===== src/rtl/speed_sample_ctrl.sv =====
`timescale 1ns/1ps
// speed_sample_ctrl: sequences flush and warm-up of the encoder period datapath,
// samples its averaged count at a programmable rate and detects a stopped shaft.
module speed_sample_ctrl #(
    parameter int CNT_W        = 31,
    parameter int PER_W        = 24,
    parameter int WARMUP_EDGES = 4,
    parameter int STALL_LIMIT  = 8,
    parameter int FLUSH_CYC    = 2
) (
    input  logic             in_clk,
    input  logic             in_rst,
    input  logic             en,
    input  logic [PER_W-1:0] period_cfg,
    input  logic             meas_edge,
    input  logic [CNT_W-1:0] meas_speed,
    input  logic             meas_dir,
    output logic             meas_rst_n,
    output logic [CNT_W-1:0] smp_speed,
    output logic             smp_dir,
    output logic             smp_stalled,
    output logic             smp_valid,
    input  logic             smp_ready,
    output logic             ovr_flag,
    input  logic             ovr_clr,
    output logic [2:0]       state_o
);

    localparam int EC_W = $clog2(WARMUP_EDGES + 1);
    localparam int SC_W = $clog2(STALL_LIMIT + 1);
    localparam int FC_W = (FLUSH_CYC > 1) ? $clog2(FLUSH_CYC) : 1;

    localparam logic [EC_W-1:0] EDGE_LAST  = EC_W'(WARMUP_EDGES - 1);
    localparam logic [SC_W-1:0] STALL_LIM  = SC_W'(STALL_LIMIT);
    localparam logic [FC_W-1:0] FLUSH_LAST = FC_W'(FLUSH_CYC - 1);

    typedef enum logic [2:0] {
        IDLE   = 3'd0,
        FLUSH  = 3'd1,
        WARMUP = 3'd2,
        RUN    = 3'd3,
        STALL  = 3'd4
    } state_t;

    state_t             state_q;
    logic               meas_rst_n_q;
    logic [PER_W-1:0]   per_lat_q;
    logic [PER_W-1:0]   per_cnt_q;
    logic [FC_W-1:0]    flush_cnt_q;
    logic [EC_W-1:0]    edge_cnt_q;
    logic [SC_W-1:0]    stale_q;
    logic               edge_seen_q;

    logic [CNT_W-1:0]   smp_speed_q;
    logic               smp_dir_q;
    logic               smp_stalled_q;
    logic               smp_valid_q;
    logic               ovr_q;

    logic               active;
    logic               tick;
    logic               edge_any;
    logic [SC_W-1:0]    stale_d;
    logic               stall_hit;
    logic               load;
    logic               ovr_set;
    logic [CNT_W-1:0]   ld_speed;
    logic               ld_dir;
    logic               ld_stalled;

    // An edge on the tick cycle still belongs to the period that is closing.
    always_comb begin
        active     = (state_q == WARMUP) || (state_q == RUN) || (state_q == STALL);
        tick       = active && (per_cnt_q == (per_lat_q - 1'b1));
        edge_any   = edge_seen_q || meas_edge;
        stale_d    = stale_q;
        if (tick) begin
            if (edge_any) begin
                stale_d = '0;
            end else if (stale_q != STALL_LIM) begin
                stale_d = stale_q + 1'b1;
            end
        end
        stall_hit  = tick && !edge_any && (stale_d == STALL_LIM);
        load       = en && tick && ((state_q == RUN) || (state_q == STALL));
        ovr_set    = load && smp_valid_q && !smp_ready;
        ld_stalled = (state_q == STALL) || stall_hit;
        ld_speed   = ld_stalled ? '0 : meas_speed;
        ld_dir     = (state_q == RUN) ? meas_dir : smp_dir_q;
    end

    always_ff @(posedge in_clk or negedge in_rst) begin
        if (!in_rst) begin
            state_q      <= IDLE;
            meas_rst_n_q <= 1'b0;
            per_lat_q    <= '0;
            per_cnt_q    <= '0;
            flush_cnt_q  <= '0;
            edge_cnt_q   <= '0;
            stale_q      <= '0;
            edge_seen_q  <= 1'b0;
        end else if (!en) begin
            state_q      <= IDLE;
            meas_rst_n_q <= 1'b0;
            per_cnt_q    <= '0;
            flush_cnt_q  <= '0;
            edge_cnt_q   <= '0;
            stale_q      <= '0;
            edge_seen_q  <= 1'b0;
        end else begin
            case (state_q)
                IDLE: begin
                    per_lat_q   <= (period_cfg == '0) ? PER_W'(1) : period_cfg;
                    flush_cnt_q <= '0;
                    state_q     <= FLUSH;
                end
                FLUSH: begin
                    per_cnt_q   <= '0;
                    edge_cnt_q  <= '0;
                    stale_q     <= '0;
                    edge_seen_q <= 1'b0;
                    if (flush_cnt_q == FLUSH_LAST) begin
                        state_q      <= WARMUP;
                        meas_rst_n_q <= 1'b1;
                    end else begin
                        flush_cnt_q <= flush_cnt_q + 1'b1;
                    end
                end
                WARMUP, RUN, STALL: begin
                    per_cnt_q   <= tick ? '0 : per_cnt_q + 1'b1;
                    edge_seen_q <= !tick && edge_any;
                    stale_q     <= stale_d;
                    if (state_q == WARMUP) begin
                        if (meas_edge) begin
                            edge_cnt_q <= edge_cnt_q + 1'b1;
                        end
                        if (meas_edge && (edge_cnt_q == EDGE_LAST)) begin
                            state_q <= RUN;
                        end else if (stall_hit) begin
                            state_q <= STALL;
                        end
                    end else if (state_q == RUN) begin
                        if (stall_hit) begin
                            state_q <= STALL;
                        end
                    end else if (meas_edge) begin
                        // Shaft moving again: purge the stale averages before trusting them.
                        state_q      <= FLUSH;
                        meas_rst_n_q <= 1'b0;
                        flush_cnt_q  <= '0;
                    end
                end
                default: begin
                    state_q      <= IDLE;
                    meas_rst_n_q <= 1'b0;
                end
            endcase
        end
    end

    // Single holding register; a load coincident with a handshake is not an overrun.
    always_ff @(posedge in_clk or negedge in_rst) begin
        if (!in_rst) begin
            smp_speed_q   <= '0;
            smp_dir_q     <= 1'b0;
            smp_stalled_q <= 1'b0;
            smp_valid_q   <= 1'b0;
            ovr_q         <= 1'b0;
        end else begin
            if (ovr_set) begin
                ovr_q <= 1'b1;
            end else if (ovr_clr) begin
                ovr_q <= 1'b0;
            end
            if (!en) begin
                smp_valid_q <= 1'b0;
            end else if (load) begin
                smp_speed_q   <= ld_speed;
                smp_dir_q     <= ld_dir;
                smp_stalled_q <= ld_stalled;
                smp_valid_q   <= 1'b1;
            end else if (smp_valid_q && smp_ready) begin
                smp_valid_q <= 1'b0;
            end
        end
    end

    assign meas_rst_n  = meas_rst_n_q;
    assign smp_speed   = smp_speed_q;
    assign smp_dir     = smp_dir_q;
    assign smp_stalled = smp_stalled_q;
    assign smp_valid   = smp_valid_q;
    assign ovr_flag    = ovr_q;
    assign state_o     = state_q;

endmodule

===== config.mk =====
export PLATFORM = sky130hd
export DESIGN_NAME = speed_sample_ctrl
export DESIGN_NICKNAME = d
export VERILOG_FILES = /design/src/rtl/speed_sample_ctrl.sv
export SDC_FILE = /design/constraint.sdc
export NUM_CORES = 1
export LEC_CHECK = 0
export ABC_AREA = 1
export BUFFER_PORTS_ARGS = -buffer_cell sky130_fd_sc_hd__buf_2
export CORE_UTILIZATION = 40
export CTS_BUF_LIST = sky130_fd_sc_hd__clkbuf_8
export DETAILED_ROUTE_END_ITERATION = 12
export GPL_TIMING_DRIVEN = 0
export PLACE_DENSITY_LB_ADDON = 0.3
export SYNTH_ARGS = -nofsm -noshare
export SYNTH_HDL_FRONTEND = slang
export SYNTH_SLANG_ARGS = --single-unit

===== constraint.sdc =====
create_clock -name in_clk -period 3.2 [get_ports in_clk]
set_input_delay 0.16 -clock in_clk [delete_from_list [all_inputs] [get_ports in_clk]]
set_output_delay 0.16 -clock in_clk [all_outputs]
set_load 0.02 [all_outputs]

==> flow_summary.ini <==
[run_status]
run_status = completed

[route]
drtIter0Drc = 334
routed_wirelength_mm = 14.99
wl_per_cell_microns = 13.74
drtPass1Iterations = 5
detailroute.via_count = 5271
via_to_cell_ratio = 4.831
ant_nets = 0
drc_errors = 0

[clock_tree]
clock-sinks = 96
tritoncts = yes
cts_buffers = 9
max_root_sink_buffers = 2
insertion_delay_ns = 0.39
cts_setup_buffers = 0
cts.htree.levels = 3
root_buffer = sky130_fd_sc_hd__clkbuf_8
clkTransAtPathRegs_ns = 0.10

[power]
design_internal_power_w = 0.002295
max-vdd-ir-drop_uv = 238.9
power.total_w = 0.004032
power_per_cell_area_mw_per_mm2 = 548.1
p_sw_w = 0.001736
swShare = 0.4307
power.share.combinational = 0.390
power.share.clock = 0.210
sequentialPowerShare = 0.400
p_leak_nw = 3.846

[global_route]
first_pass_grt_wire_length_mm = 24.34
gr-total-overflow = 0
grt_max_degree = 65
groute.usage.overall = 0.2089
antenna_found_initial = 0
number_of_global_route_vias_before_repair = 5046

[final_layout]
insertedDiodeCount = 0
multi_input_comb_area_sq_mm = 0.003074
area_delta_synth_final_pct = 24.79
ff_latch_area_sq_mm = 0.002402
layout-drive-gt1-share = 0.2525
commonest_cells_after_routing_fill_and_taps_aside = 202 x sky130_fd_sc_hd__nand2_1, 99 x sky130_fd_sc_hd__buf_2, 96 x sky130_fd_sc_hd__dfrtp_1
layout.cells.most_common = sky130_fd_sc_hd__nand2_1
layout.filler_cells = 1353
num-nets-final = 974
fin_cells = 1091

[placement]
place.gp.congestion = 0.8593
post-dp-hpwl_mm = 11.04
port_buffers = 100
dp.cells = 1027

[critical_path]
critical_path_required_ns = 3.49
cpMostUsedCell = sky130_fd_sc_hd__nand2_1
slowest_stage = sky130_fd_sc_hd__dfrtp_1
path_cells = inv_2 > ha_2 > nand3_4 > nor2_4 > buf_6 > nand2_1 > nand2_1 > nand2_1 > nor2_1 > nand3_1 > nor2_4 > nand2_4 > nor3_1 > nand3_1 > nor2_2 > nand2_1 > nand2_2 > inv_4 > buf_12 > nand2_4 > nand2_2
worst-setup-path-type = flip-flop to flip-flop
worstSetupStartpointType = flip-flop
crit_path_end_kind = flip-flop
worst-path-max-fanout = 10
timing.reg2reg.setup_slack_ns = 0.20
max_stage_delay_ns = 0.45
wp_data_arrival_ns = 3.29

[die]
core.rowCount = 43
initial_utilization = 0.4166
floorplan.die_area_sq_mm = 0.01523
io-pin-count = 101
die_height_microns = 123.4
die_w_microns = 123.4
coreArea_sq_mm = 0.01415

[timing]
timing.final.max_slew_violations = 0
share_of_the_clock_period_used_by_the_worst_path_after_layout = 0.9376
fin_skew_ns = 0.01380
max_frequency_ghz = 0.3333
tightestPinTransition_ns = 0.7353
rsz0062_at_grt = no
timing_hold_violations_final = 0
final.setup.tns_ns = 0
finalSetupViolCount = 0
fin_crit_ns = 3.000
slew-limit-headroom = 0.5036

[synth]
ys_seq_elements = 96
synth.yosys.seq_area_share = 0.4076
synth_largest_type_area_fraction = 0.4076
synth_cell_type_count = 40
syn_nets = 814
synthTopCellsByArea = sky130_fd_sc_hd__dfrtp_1 41%, sky130_fd_sc_hd__nand2_1 13%, sky130_fd_sc_hd__nand2_4 6.1%, sky130_fd_sc_hd__inv_1 5.0%, sky130_fd_sc_hd__xor2_1 4.3%
yosysWarnings = 0
post_synth_arst_share = 1.000
synth_edf_count = 0
synthesis.area_per_instance_sq_um = 7.901
ys.flop_type = sky130_fd_sc_hd__dfrtp_1
synth.cell_area_sq_mm = 0.005894
synthesis.instances = 746
area_leader_netlist = sky130_fd_sc_hd__dfrtp_1

[run]
drv_cap = 0

[hold_path]
holdCritPathClass = input port to flip-flop
## per-stage QoR
stage	area, sq um	worst slack, ns	hold WS, ns	util
finish	7356	0.1997	0.01154	0.5199
global route	7356	0.009578	0.001433	0.5199
CTS	7321	0.04417	0.0002209	0.5174
detailed placement	6650	0.06813	0.1395	0.4700
global placement	6620	0.1268	0.3484	0.4679
floorplan	5894	0.6930	-0.1356	-
## critical path: cells and delay by family (launching register included)
| family | cells | cell delay [ns] |
|---|---|---|
| buffers and inverters | 4 | 0.48 |
| AND/OR/NAND/NOR | 16 | 1.74 |
| flip-flops | 1 | 0.45 |
| adder cells (fa/ha/maj) | 1 | 0.22 |
## timing repair
action	in CTS	in global routing
endpoints found under the hold margin	78	1
gates resized for setup	0	7
hold buffers	47	1
endpoints found under the setup margin	0	50
## cell families after synthesis
logic type                 Yosys count  share of synthesized area
muxes                                1                   0.001910
xor gates and xnor gates            35                    0.05201
DFF                                 96                     0.4076
and+or+nand+nor                    430                     0.3772
buffers and inverters              102                    0.07493
AOI/OAI and AO/OA                   76                    0.07366
adders and majority gates            6                    0.01274
## final timing paths
kind | from | to | cells past startpoint
worst max-delay path | per_lat_q[0] | smp_speed[21] | 21
worst min-delay path | period_cfg[6] | per_lat_q[6] | 3
worst max register to register | per_lat_q[0] | smp_speed[21] | 21
worst min register to register | smp_speed[4] | smp_speed[4] | 2
max in group asynchronous | in_rst | per_cnt_q[19] | 3
min in group asynchronous | in_rst | per_lat_q[9] | 2
## flip-flops by register name, indices dropped and copies added, names as in the netlist
name / count
state_o: 3
edge_cnt_q: 3
smp_speed: 31
smp_stalled: 1
per_cnt_q: 24
smp_valid: 1
meas_rst_n: 1
edge_seen_q: 1
ovr_flag: 1
smp_dir: 1
flush_cnt_q: 1
stale_q: 4
per_lat_q: 24
## metal layers
layer | routed length (microns) | share of wire | track usage
met3 | 944 | 0.063 | 0.06273
met5 | 0 | 0 | 0
met4 | 185 | 0.012 | 0.05196
met2 | 6829 | 0.46 | 0.3279
met1 | 7025 | 0.47 | 0.2803
## Yosys cell counts, types with 2 or more instances
master,number
sky130_fd_sc_hd__nand2_1,202
sky130_fd_sc_hd__dfrtp_1,96
sky130_fd_sc_hd__inv_1,78
sky130_fd_sc_hd__nor2_1,59
sky130_fd_sc_hd__o21ai_0,42
sky130_fd_sc_hd__nand2_2,38
sky130_fd_sc_hd__nand3_1,37
sky130_fd_sc_hd__nand2_4,32
sky130_fd_sc_hd__xor2_1,29
sky130_fd_sc_hd__o22ai_1,21
sky130_fd_sc_hd__nand4_1,13
sky130_fd_sc_hd__nor2_2,13
sky130_fd_sc_hd__clkbuf_1,11
sky130_fd_sc_hd__nor3_1,10
sky130_fd_sc_hd__nor4_1,9
sky130_fd_sc_hd__nor2_4,7
sky130_fd_sc_hd__ha_1,6
sky130_fd_sc_hd__inv_2,6
sky130_fd_sc_hd__xnor2_1,6
sky130_fd_sc_hd__a21oi_1,5
sky130_fd_sc_hd__buf_12,3
sky130_fd_sc_hd__nand3b_1,3
sky130_fd_sc_hd__a31oi_1,2
sky130_fd_sc_hd__nand3_4,2
## final cells by class
class,count,area share
repair buffers,149,0.1374
clock buffers,9,0.01684
clock inverters,7,0.01038
multi-input cells,548,0.4179
inverters,86,0.04423
well taps,180,0.03062
flip-flops and latches,96,0.3266
plain buffers,16,0.01599
## power by group through the flow
stage | Sequential [W] | Clock, W | Combinational (W)
after floorplan | 0.00160 | 0 | 0.00109
after global placement | 0.00163 | 0 | 0.00148
after detailed placement | 0.00164 | 0 | 0.00149
after CTS | 0.00161 | 0.000867 | 0.00155
after global routing | 0.00165 | 0.000915 | 0.00179
final | 0.00161 | 0.000848 | 0.00157
Power figures use the tool's default switching activity.
